**src/rtl/fifo_pkt_writer.sv**
```systemverilog
// Write-side packet framer for async_fifo: emits header, payload words and trailer,
// each tagged with a 2-bit type, through a single registered output slot.
module fifo_pkt_writer #(
  parameter int unsigned DATA_WIDTH = 8
) (
  input  logic                  wr_clk,
  input  logic                  rst,
  input  logic                  enable,
  input  logic                  s_valid,
  output logic                  s_ready,
  input  logic [DATA_WIDTH-1:0] s_data,
  input  logic                  s_last,
  output logic                  fifo_wr_en,
  output logic [DATA_WIDTH+1:0] fifo_din,
  input  logic                  fifo_full,
  output logic                  busy,
  output logic [15:0]           pkt_cnt
);

  localparam logic [1:0] TagData = 2'b00;
  localparam logic [1:0] TagHdr  = 2'b01;
  localparam logic [1:0] TagTrl  = 2'b11;

  typedef enum logic [1:0] {StIdle, StData, StTrl} state_e;

  state_e                state_q, state_d;
  logic                  wr_en_q, wr_en_d;
  logic [DATA_WIDTH+1:0] din_q, din_d;
  logic [DATA_WIDTH-1:0] seq_q, seq_d;
  logic [DATA_WIDTH-1:0] len_q, len_d;
  logic [15:0]           pkt_cnt_q, pkt_cnt_d;

  logic accept;
  logic slot_free;

  assign accept    = wr_en_q & ~fifo_full;
  assign slot_free = ~wr_en_q | ~fifo_full;

  always_comb begin
    state_d   = state_q;
    // A word leaving the slot with nothing behind it empties the slot.
    wr_en_d   = wr_en_q & ~accept;
    din_d     = din_q;
    seq_d     = seq_q;
    len_d     = len_q;
    pkt_cnt_d = pkt_cnt_q;
    s_ready   = 1'b0;

    unique case (state_q)
      StIdle: begin
        if (enable && s_valid && slot_free) begin
          wr_en_d = 1'b1;
          din_d   = {TagHdr, seq_q};
          state_d = StData;
        end
      end
      StData: begin
        s_ready = slot_free;
        if (s_valid && slot_free) begin
          wr_en_d = 1'b1;
          din_d   = {TagData, s_data};
          len_d   = (len_q == {DATA_WIDTH{1'b1}}) ? len_q : len_q + DATA_WIDTH'(1);
          if (s_last) begin
            state_d = StTrl;
          end
        end
      end
      StTrl: begin
        if (slot_free) begin
          wr_en_d   = 1'b1;
          din_d     = {TagTrl, len_q};
          seq_d     = seq_q + DATA_WIDTH'(1);
          pkt_cnt_d = pkt_cnt_q + 16'd1;
          len_d     = '0;
          state_d   = StIdle;
        end
      end
      default: state_d = StIdle;
    endcase
  end

  always_ff @(posedge wr_clk or posedge rst) begin
    if (rst) begin
      state_q   <= StIdle;
      wr_en_q   <= 1'b0;
      din_q     <= '0;
      seq_q     <= '0;
      len_q     <= '0;
      pkt_cnt_q <= '0;
    end else begin
      state_q   <= state_d;
      wr_en_q   <= wr_en_d;
      din_q     <= din_d;
      seq_q     <= seq_d;
      len_q     <= len_d;
      pkt_cnt_q <= pkt_cnt_d;
    end
  end

  assign fifo_wr_en = wr_en_q;
  assign fifo_din   = din_q;
  assign busy       = (state_q != StIdle);
  assign pkt_cnt    = pkt_cnt_q;

endmodule

```
**config.mk**
```make
export PLATFORM = sky130hd
export DESIGN_NAME = fifo_pkt_writer
export DESIGN_NICKNAME = d
export VERILOG_FILES = /design/src/rtl/fifo_pkt_writer.sv
export SDC_FILE = /design/constraint.sdc
export NUM_CORES = 1
export LEC_CHECK = 0
export BUFFER_PORTS_ARGS = -buffer_cell sky130_fd_sc_hd__buf_2
export CELL_PAD_IN_SITES_DETAIL_PLACEMENT = 1
export CELL_PAD_IN_SITES_GLOBAL_PLACEMENT = 1
export CORE_ASPECT_RATIO = 1.75
export CORE_UTILIZATION = 46
export CTS_CLUSTER_SIZE = 25
export DETAILED_ROUTE_END_ITERATION = 6
export GPL_TIMING_DRIVEN = 0
export HOLD_SLACK_MARGIN = 0.02
export PLACE_DENSITY_LB_ADDON = 0.05
export SYNTH_ARGS = -nofsm -noshare
export SYNTH_HDL_FRONTEND = slang
export SYNTH_SLANG_ARGS = --single-unit
```
**constraint.sdc**
```tcl
create_clock -name wr_clk -period 3.95 [get_ports wr_clk]
set_clock_uncertainty 0.05 [all_clocks]
set_input_delay 0.395 -clock wr_clk [delete_from_list [all_inputs] [get_ports wr_clk]]
set_output_delay 0.395 -clock wr_clk [all_outputs]
set_load 0.1 [all_outputs]
```
==> reports/metrics.yaml <==
status: "finished clean"
hpwl_um: 4200
synth_edf_count: 0
areaGrowthSynthToFinish_pct: 16.6
grt_max_degree: 28
post_cts_resized: 0
seq_area_frac_synth_pct: 49.4
synth_common_cells: "45 x dfrtp_1, 19 x nand2_1, 16 x nor2_1"
max_stage_delay_ns: 0.44
netlist_area_um2: 2280
power_w: 0.00231
critPathMaxFanout: 10
drive_gt1_share_pct: 27.7
avgSynthCellArea_um2: 10.6
h-tree-depth: 2
arrival_ns: 2.19
die_area_um2: 5260
via_per_inst: 5.64
hp-class: "primary input to asynchronous set/reset pin"
worst_pin_slew_ns: 0.549
peakVddDrop_v: 0.000629
coreArea_um2: 4710
io_buffers: 42
grt_pass1_wl_um: 9090
gp_congestion: 0.770
ios: 43
crit_family: "buffers and inverters"
max_freq_mhz: 380
cp-start-kind: "flop"
cpMostUsedCell: "inv_1"
synthCells: 216
yosysTopAreaCellShare_pct: 49.4
grt_overflow: 0
clk_latency_ns: 0.29
cp-end-kind: "output port"
clk_pin_slew_ns: 0.08
postSynth.asyncResetShare_pct: 100
path_cells: "inv_1, ha_1, clkbuf_1, inv_1, a21oi_1, buf_2"
fin_crit_sh_pct: 66.7
cts_tree: "yes"
p_leak_nw: 1.29
cellPowerDensity_nw_per_um2: 868
ys_types: 38
fin_tns_setup_ns: 0
ys_top_cells_by_area: "dfrtp_1 49%, mux2_2 6.4%, xnor2_1 5.4%, ha_1 4.4%, a21oi_1 3.3%"
die_w_um: 55.2
antenna_cells: 0
start_util_pct: 48.5
antenna_left: 0
gr-usage-all-layers_pct: 22.3
wire_per_inst_um: 16.7
vias: 1799
rsz0062_at_grt: "false"
drt_iter0_markers: 64
synth_most_common_cell: "dfrtp_1"
die_h_um: 95.2
min_period_ns: 2.63
crit_buf_inv: 4
root_buffer: "clkbuf_8"
dr.pass1.iters: 4
crit_path_top_delay_cell: "buf_2"
cts_post_setup_buffers_inserted: 0
finalHoldViolCount: 0
syn_nets: 238
antenna_found_initial: 0
synthFlopType: "dfrtp_1"
drv_slew: 0
relSlewSlack_pct: 63.3
grt_pass1_vias: 1922
cts_buffers: 5
wirelength_um: 5320
num_rows: 33
setup_viol: 0
worst-endpoint-required_ns: 3.50
drc: 0
clock-sinks: 45
layout.nets: 288
clockBufferDepth: 2
ctsHoldBuffers: 0
yosys_warnings: 0
drv_cap: 0
ys_seq_elements: 45
synth_top_area_cell: "dfrtp_1"
setup.worst_path.class: "flop to output port"
flip-flops by register name, indices dropped and copies added (netlist names):
name and count:
len_q 8, seq_q 8, fifo_din 10, fifo_wr_en 1, pkt_cnt 16, state_q 2
per-layer routing:
layer	vias to the layer above	routed length [um]	part of all wire, %	global-route usage (%)
met5	-	0	0	0
met4	0	141	2.7	9.79
met3	11	155	2.9	2.85
met2	36	3040	57	43.5
met1	889	1980	37	23.6
li1	863	-	-	-
cell families (layout without fill, tap and decap cells):
logic type	Yosys count	after routing	share of synthesized area (%)
buf+inv	13	64	2.30
simple gates	75	75	16.8
flops	45	45	49.4
fa+ha+maj	8	8	4.39
xor+xnor	22	22	8.45
mux	13	13	6.42
compound gates	40	40	12.3
layout by cell type (no fill, tap or decap), types with 2 or more instances in the layout:
cell and instances:
clkbuf_1 5, xor2_1 8, and3_1 5, nand2_1 19
ha_1 8, buf_2 45, a21oi_1 15, or2_2 3
a22oi_1 8, nor2_1 16, a221o_1 3, nor4_1 3
a31oi_1 2, nor2b_1 3, clkbuf_8 5, nand4_1 6
mux2_2 13, xnor2_1 14, and4_1 2, inv_1 5
nand3_1 9, dfrtp_1 45, nor3_1 3, o21ai_0 4
worst register-to-register path: stages (launching register included):
cell	delay, ns
dfrtp_1	0.43
inv_1	0.09
ha_1	0.26
a31oi_1	0.20
a21oi_1	0.11
a211oi_4	0.51
mux2_2	0.40
metrics by stage:
step | instance area, um^2 | setup slack [ns] | instances | util [%] | hold slack (ns)
2_1_floorplan | 2280 | 0.980 | 216 | - | 0.396
3_3_place_gp | 2560 | 1.65 | 310 | 54.3 | 0.404
3_5_place_dp | 2580 | 1.64 | 311 | 54.7 | 0.368
4_1_cts | 2660 | 1.31 | 319 | 56.5 | 0.0495
5_1_grt | 2660 | 1.13 | 319 | 56.5 | 0.0766
6_report | 2660 | 1.32 | 319 | 56.5 | 0.0456
final cells by class:
| type | instances | area, um^2 |
|---|---|---|
| multi-input cells | 158 | 1100 |
| clock buffers | 7 | 76.3 |
| flip-flops and latches | 45 | 1130 |
| plain buffers | 7 | 30.0 |
| repair buffers | 43 | 230 |
| well taps | 52 | 65.1 |
| fillers | 556 | 2050 |
| clock inverters | 1 | 7.51 |
| inverters | 6 | 22.5 |
final timing paths:
check | from | to | slack (ns) | cells after the start
worst max-delay path | state_q[1] | s_ready | 1.32 | 6
worst min-delay path | rst | pkt_cnt[15] | 0.05 | 2
worst max register to register | state_q[0] | fifo_din[3] | 1.78 | 6
worst min register to register | pkt_cnt[15] | pkt_cnt[15] | 0.42 | 1
max in group asynchronous | rst | seq_q[3] | 3.31 | 3
min in group wr_clk | fifo_full | fifo_wr_en | 0.41 | 3
where the power goes:
part / switching (W) / total (W) / internal [W]
clock: 0.000150 / 0.000275 / 0.000125
sequential: 0.000135 / 0.000724 / 0.000590
combinational: 0.000962 / 0.00131 / 0.000348
total: 0.00125 / 0.00231 / 0.00106
Power figures use the tool's default switching activity.
